[config.mk]
export PLATFORM = sky130hd
export DESIGN_NAME = relu_layer_sequencer
export DESIGN_NICKNAME = d
export VERILOG_FILES = /design/src/rtl/relu_layer_sequencer.sv
export SDC_FILE = /design/constraint.sdc
export NUM_CORES = 1
export LEC_CHECK = 0
export BUFFER_PORTS_ARGS = -buffer_cell sky130_fd_sc_hd__buf_2
export CAP_MARGIN = 5
export CORE_MARGIN = 2
export CORE_UTILIZATION = 53
export CTS_CLUSTER_SIZE = 28
export DETAILED_ROUTE_END_ITERATION = 16
export PLACE_DENSITY = 0.81
export SYNTH_ARGS = -nofsm -noshare
export SYNTH_HDL_FRONTEND = slang
export SYNTH_SLANG_ARGS = --single-unit
[constraint.sdc]
create_clock -name clk -period 2.5 [get_ports clk]
set_clock_uncertainty 0.2 [all_clocks]
set_input_delay 0.25 -clock clk [delete_from_list [all_inputs] [get_ports clk]]
set_output_delay 0.25 -clock clk [all_outputs]
set_load 0.05 [all_outputs]
[src/rtl/relu_layer_sequencer.sv]
`timescale 1ns/1ps
// relu_layer_sequencer
// Accepts one CHANNELS-wide activation vector, rectifies it LANES channels per
// cycle through a small pool of shared ReLU lanes, then offers the assembled
// result downstream. in_ready is the only combinational input-to-output path.
module relu_layer_sequencer #(
  parameter int I_WIDTH  = 8,
  parameter int CHANNELS = 8,
  parameter int LANES    = 2,
  localparam int BEATS   = (LANES > 0) ? (CHANNELS / LANES) : 1,
  localparam int CNT_W   = (BEATS > 1) ? $clog2(BEATS) : 1
) (
  input  logic                        clk,
  input  logic                        rst_n,
  input  logic                        in_valid,
  output logic                        in_ready,
  input  logic [I_WIDTH*CHANNELS-1:0] in_data,
  output logic                        out_valid,
  input  logic                        out_ready,
  output logic [I_WIDTH*CHANNELS-1:0] out_data,
  output logic                        busy,
  output logic [CNT_W-1:0]            beat
);

  localparam int SLICE_W = LANES * I_WIDTH;
  localparam int VEC_W   = I_WIDTH * CHANNELS;

  generate
    if ((LANES < 1) || (I_WIDTH < 2) || ((CHANNELS % LANES) != 0)) begin : g_param_err
      $error("relu_layer_sequencer: need LANES>=1, I_WIDTH>=2 and CHANNELS divisible by LANES");
    end
  endgenerate

  typedef enum logic [1:0] {
    S_IDLE = 2'd0,
    S_RUN  = 2'd1,
    S_HOLD = 2'd2
  } state_t;

  state_t             state_r;
  logic [CNT_W-1:0]   beat_r;
  logic [VEC_W-1:0]   latch_r;
  logic [VEC_W-1:0]   result_r;
  logic               out_valid_r;
  logic               busy_r;
  logic [SLICE_W-1:0] lane_in_s;
  logic [SLICE_W-1:0] lane_out_s;

  // Rectify one channel: negative values clamp to zero, others pass unchanged.
  function automatic logic [I_WIDTH-1:0] relu_fn(input logic [I_WIDTH-1:0] v);
    logic [I_WIDTH-1:0] r;
    if (v[I_WIDTH-1]) begin
      r = {I_WIDTH{1'b0}};
    end else begin
      r = v;
    end
    return r;
  endfunction

  // Pick the group of channels handled by the lanes during the current beat.
  always_comb begin
    lane_in_s = {SLICE_W{1'b0}};
    for (int b = 0; b < BEATS; b++) begin
      if (beat_r == CNT_W'(b)) begin
        lane_in_s = latch_r[b*SLICE_W +: SLICE_W];
      end else begin
        lane_in_s = lane_in_s;
      end
    end
  end

  // Shared ReLU lanes.
  for (genvar l = 0; l < LANES; l++) begin : g_lane
    assign lane_out_s[l*I_WIDTH +: I_WIDTH] = relu_fn(lane_in_s[l*I_WIDTH +: I_WIDTH]);
  end

  // Sequencer: accept, rectify beat by beat, hold the result until taken.
  always_ff @(posedge clk or negedge rst_n) begin
    if (!rst_n) begin
      state_r     <= S_IDLE;
      beat_r      <= {CNT_W{1'b0}};
      latch_r     <= {VEC_W{1'b0}};
      result_r    <= {VEC_W{1'b0}};
      out_valid_r <= 1'b0;
      busy_r      <= 1'b0;
    end else begin
      case (state_r)
        S_IDLE: begin
          if (in_valid) begin
            latch_r <= in_data;
            beat_r  <= {CNT_W{1'b0}};
            busy_r  <= 1'b1;
            state_r <= S_RUN;
          end else begin
            state_r <= S_IDLE;
          end
        end
        S_RUN: begin
          for (int b = 0; b < BEATS; b++) begin
            if (beat_r == CNT_W'(b)) begin
              result_r[b*SLICE_W +: SLICE_W] <= lane_out_s;
            end
          end
          if (beat_r == CNT_W'(BEATS - 1)) begin
            beat_r      <= {CNT_W{1'b0}};
            out_valid_r <= 1'b1;
            state_r     <= S_HOLD;
          end else begin
            beat_r      <= beat_r + CNT_W'(1);
          end
        end
        S_HOLD: begin
          if (out_ready) begin
            out_valid_r <= 1'b0;
            if (in_valid) begin
              // Downstream takes the result while a new vector is accepted.
              latch_r <= in_data;
              beat_r  <= {CNT_W{1'b0}};
              state_r <= S_RUN;
            end else begin
              busy_r  <= 1'b0;
              state_r <= S_IDLE;
            end
          end else begin
            state_r <= S_HOLD;
          end
        end
        default: begin
          state_r     <= S_IDLE;
          beat_r      <= {CNT_W{1'b0}};
          out_valid_r <= 1'b0;
          busy_r      <= 1'b0;
        end
      endcase
    end
  end

  assign in_ready  = (state_r == S_IDLE) | ((state_r == S_HOLD) & out_ready);
  assign out_valid = out_valid_r;
  assign out_data  = result_r;
  assign busy      = busy_r;
  assign beat      = beat_r;

endmodule

### Yosys cells after proc, flatten, opt, wreduce, memory -nomap -nowiden

Index checks and enable logic that the tools add are counted.

| word-level totals | value |
|---|---|
| bits in registers | 134 |
| latch bits | 0 |
| bits in writable memories | 0 |
| ROM bits | 0 |
| input port bits | 68 |
| word-level logic and storage cells | 57 |
| memories | 0 |

| operators by class | value |
|---|---|
| add/sub/neg operators | 1 |
| $mul | 0 |
| divide/modulo/power cells | 0 |
| magnitude comparators | 0 |
| equal/unequal tests | 9 |
| shift-type cells | 0 |
| multiplexer cells | 24 |
| bitwise logic cells | 4 |
| reduce and logical (&&, ||, !) cells | 10 |

Operators by type and width:

| operator | number |
|---|---|
| $mux 64 | 2 |
| $pmux 64 s2 | 1 |
| $mux 16 | 4 |
| $mux 7 | 2 |
| $pmux 2 s3 | 2 |
| $mux 2 | 5 |
| $reduce_and 2->1 | 5 |
| $ne 2x2->1 const B | 4 |
| $eq 2x2->1 const B | 3 |
| $mux 1 | 6 |
| $pmux 1 s3 | 2 |
| $eq 2x1->1 const B | 2 |
| $logic_not 2->1 | 2 |
| $reduce_and 4->1 | 1 |
| $reduce_and 3->1 | 1 |
| $add 2x1->2 const B | 1 |
| $not 1->1 | 2 |
| $reduce_bool 2->1 | 1 |
| $and 1x1->1 | 1 |
| $or 1x1->1 | 1 |

### Longest topological paths before layout

| depth | value |
|---|---|
| word-level depth | 6 |
| mapped depth | 8 |
| mapped depth without buffers | 6 |

### Worst setup path after synthesis

OpenSTA, ideal clock, no wires.

| timing | value |
|---|---|
| path kind | reg2reg |
| from | register state_r[0] |
| to | register latch_r[14] |
| library setup time | 125 ps |
| data arrival time | 2149 ps |
| required time | 2175 ps |
| setup slack | 26 ps |
| cell stages (with the launch flop) | 6 |
| buffers on the path | 2 |
| cell sequence | dfrtp_1 -> a21oi_1 -> and2_1 -> buf_2 -> buf_4 -> mux2_2 |

| on the way | value |
|---|---|
| longest elaborated chain between the ends | 3 |
| elaborated cells between the ends (all ways) | 6 |
| classes of those cells | eq/ne: 2; mux: 1; reduce/logical: 3 |

RTL lines:

| item | line | source |
|---|---|---|
| start: declaration | 40 | `state_t state_r;` |
| start signal: assignment | 80 | `state_r <= S_IDLE;` |
| start signal: assignment | 93 | `state_r <= S_RUN;` |
| start signal: assignment | 95 | `state_r <= S_IDLE;` |
| $eq 2x2->1 or $logic_not 2->1 (tied branches) | 87 | `case (state_r)` |
| $ne 2x2->1 (no line) or $reduce_bool 2->1 (tied branches) | -- |  |
| $reduce_and 2->1 (no line) | -- |  |
| end signal: assignment | 82 | `latch_r <= {VEC_W{1'b0}};` |
| end signal: assignment | 90 | `latch_r <= in_data;` |
| end signal: assignment | 117 | `latch_r <= in_data;` |
| end: declaration | 42 | `logic [VEC_W-1:0] latch_r;` |

Parallel ways exist; a longest one is shown, timed or not.
A chain may end at the register's enable or synchronous reset.

### Worst setup path in the final report

| timing | value |
|---|---|
| from | register beat_r[1], in the netlist beat[1] |
| to | register result_r[12], in the netlist out_data[12] |

| on the way | value |
|---|---|
| longest elaborated chain between the ends | 6 |
| elaborated cells between the ends (all ways) | 10 |
| classes of those cells | eq/ne: 3; mux: 5; reduce/logical: 2 |

RTL lines:

| item | line | source |
|---|---|---|
| start: declaration | 41 | `logic [CNT_W-1:0] beat_r;` |
| start signal: assignment | 81 | `beat_r <= {CNT_W{1'b0}};` |
| start signal: assignment | 91 | `beat_r <= {CNT_W{1'b0}};` |
| start signal: assignment | 105 | `beat_r <= {CNT_W{1'b0}};` |
| $logic_not 2->1 | 64, 100 |  |
| $mux 16 (4 in series) | 64 | `if (beat_r == CNT_W'(b)) begin` |
| $mux 7 | 52 | `if (v[I_WIDTH-1]) begin` |
| end signal: assignment | 83 | `result_r <= {VEC_W{1'b0}};` |
| end signal: indexed assignment | 101 | `result_r[b*SLICE_W +: SLICE_W] <= lane_out_s;` |
| end: declaration | 43 | `logic [VEC_W-1:0] result_r;` |

Parallel ways exist; a longest one is shown, timed or not.

==> impl_metrics.toml <==
[final_layout]
antenna-diode-count = 0
layout.nets = 712
final_common_cell = "buf_2"
drive_gt1_share_pct = 37.9
mostFrequentLayoutCells = "127 x buf_2, 126 x dfrtp_1, 71 x nand2_1"
final_cells = 784
area.growth.synth_to_final_pct = 41.3
utilization_pct = 76.8

[worst_setup_path]
end_kind = "flip-flop"
cp_slowest_cell = "dfrtp_1"
worstSetupStartpointType = "flip-flop"
path_class = "reg2reg"
cp.required_ps = 2710
slowest_delay_ps = 430
critical_path_peak_fanout = 21
cp_top_family = "compound AO/OA/AOI/OAI gates"
cp.arrival_ps = 2640
cp_num_buf_inv = 2
cp_cell_sequence = "inv_1 -> ha_1 -> buf_8 -> and3b_1 -> a211oi_4 -> o22ai_2 -> o31ai_1"

[routing]
wl_per_cell_um = 18.6
drc = 0
routed_wl_um = 14600
ant_nets = 0
drt_iter0_drc = 386
firstDrtPassIters = 5
viasPerCell = 5.52
routed-via-count = 4331

[clock_tree]
cts-buffers-inserted = 17
clock_tree.buffer_depth = 2
clockRootBuffer = "clkbuf_8"
cts.sinks = 126
h-tree-depth = 4
cts_tree = "yes"
clk_pin_slew_ps = 60
worstSkewPairLatency_ps = 520

[power]
p_leak_nw = 3.52
total_power_mw = 11.3
pwr_density_cell_nw_per_um2 = 1520
max-vdd-ir-drop_mv = 0.685

[floorplanning]
row_count = 36
die_h_um = 104
die_w_um = 104
core_area_um2 = 9680
design.die.area_um2 = 10700
io_pins = 137
start_util_pct = 54.4

[placement]
hpwl_um = 8950
gp_congestion = 0.814
dpl.cell_count = 684
io_buffers = 128

[sta]
fin_crit_ps = 2430
setup_viol_count_final = 0
slew_headroom_pct = 56.8
fmax_mhz = 411
slew_violations = 0
tightest_slew_ps = 648
hold_ws_ps = 105
timing_hold_violations_final = 0
post-route-period-util_pct = 97.2

[status]
status = "complete, no violations"

[logic_synthesis]
ys_seq_area_share_pct = 59.9
syn_area_um2 = 5260
yosysUniqueCellTypes = 34
yosysWarnings = 0
synth_cells = 433
ys_ff_latch = 126
syn_area_per_cell_um2 = 12.2

[grt]
grt.overflow.total = 0
gr-usage-all-layers_pct = 27.7
grt_pass1_vias = 4420
grt_pass1_wl_um = 23200
antenna_found_initial = 0
grt_max_degree = 66

[hold_path]
hp-class = "in2async"

[run]
drv_cap = 0
[worst reg2reg max path, cell delays in order, from the launching register on]
cell and delay (ps):
dfrtp_1 430, inv_1 130, ha_1 270, buf_8 210, and3b_1 250, a211oi_4 320, o22ai_2 190, o31ai_1 320
[Yosys cell counts]
library cell / count / area (µm²)
a21o_1: 3 / 22.5
a22o_1: 2 / 17.5
o2111ai_1: 3 / 26.3
o21ai_0: 57 / 285
o211ai_1: 10 / 75.1
o221ai_1: 2 / 17.5
conb_1: 1 / 3.75
a21oi_1: 5 / 25.0
nand2_1: 71 / 267
buf_4: 13 / 97.6
and3b_1: 1 / 8.76
buf_2: 7 / 35.0
nor2b_1: 2 / 12.5
buf_6: 1 / 11.3
clkbuf_1: 10 / 37.5
mux2_2: 64 / 721
nor2_1: 3 / 11.3
a221oi_1: 1 / 8.76
a211oi_2: 1 / 12.5
a221o_1: 11 / 110
and2_1: 1 / 6.26
dfrtp_1: 126 / 3150
mux2i_2: 1 / 13.8
buf_1: 1 / 3.75
o22ai_1: 2 / 12.5
or2_1: 1 / 6.26
o31ai_1: 3 / 22.5
inv_1: 9 / 33.8
nand4_1: 3 / 18.8
ha_1: 5 / 62.6
nor3b_1: 1 / 7.51
o22a_1: 9 / 78.8
a221oi_4: 1 / 26.3
nand2b_1: 2 / 12.5
[stage by stage]
stage	setup slack (ps)	setup TNS, ps	cell area [µm²]
3_5_place_dp	-151	-3490	6050
6_report	69.6	0	7440
5_1_grt	-14.6	-21.2	7440
3_3_place_gp	57.4	0	6050
4_1_cts	31.0	0	7370
2_1_floorplan	26.2	0	5290
[routing by layer]
layer  share of wire [%]  vias to the layer above  GRT usage (%)
li1                    -                     1948              -
met1                  41                     2110           37.6
met2                  48                      237           43.5
met3                 8.4                       36           8.24
met4                 2.2                        0           8.30
met5                   0                        -              0
[where the power goes]
group          leakage, nW  switching [mW]  internal (mW)
Sequential            1.56           0.641           2.97
Clock                0.300           0.865           1.77
Combinational         1.66            3.29           1.78
[timing repair]
item / in CTS / in global routing
hold buffers: 68 / 0
setup buffers: 0 / 1
endpoints found under the hold margin: 117 / 0
pin swaps: 0 / 1
endpoints found under the setup margin: 42 / 22
cloned: 0 / 0
gates resized for setup: 1 / 10
[layout make-up]
class                   instances  area (µm²)
fillers                       573        2240
repair buffers                212        1490
clock inverters                10         186
flip-flops and latches        126        3150
inverters                       9        33.8
clock buffers                  21         449
well taps                     133         166
multi-input cells             273        1960
[kinds of logic after synthesis]
kind of cell	Yosys count	share of synthesized area (%)
flip-flops	126	59.9
AO/OA/AOI/OAI	110	14.1
AND/OR/NAND/NOR	85	6.66
multiplexers	65	14.0
buffers and inverters	41	4.16
adder cells (fa/ha/maj)	5	1.19
other	1	0.0712
[flip-flops by register name, indices dropped and copies added, names as in the netlist]
name and flops:
out_data 56, out_valid 1, beat 2, state_r 2
busy 1, latch_r 64
[final timing paths]
check | depth (start not counted) | slack [ps] | startpoint | end
max in group asynchronous | 3 | 1260 | rst_n | out_data[28]
min in group clk | 2 | 270 | out_data[57] | out_data[57]
min | 2 | 110 | rst_n | out_data[41]
max | 7 | 70 | beat[1] | out_data[12]
min reg2reg | 2 | 270 | out_data[57] | out_data[57]
max reg2reg | 7 | 70 | beat[1] | out_data[12]
No activity file was read; power rests on OpenSTA's default activity.
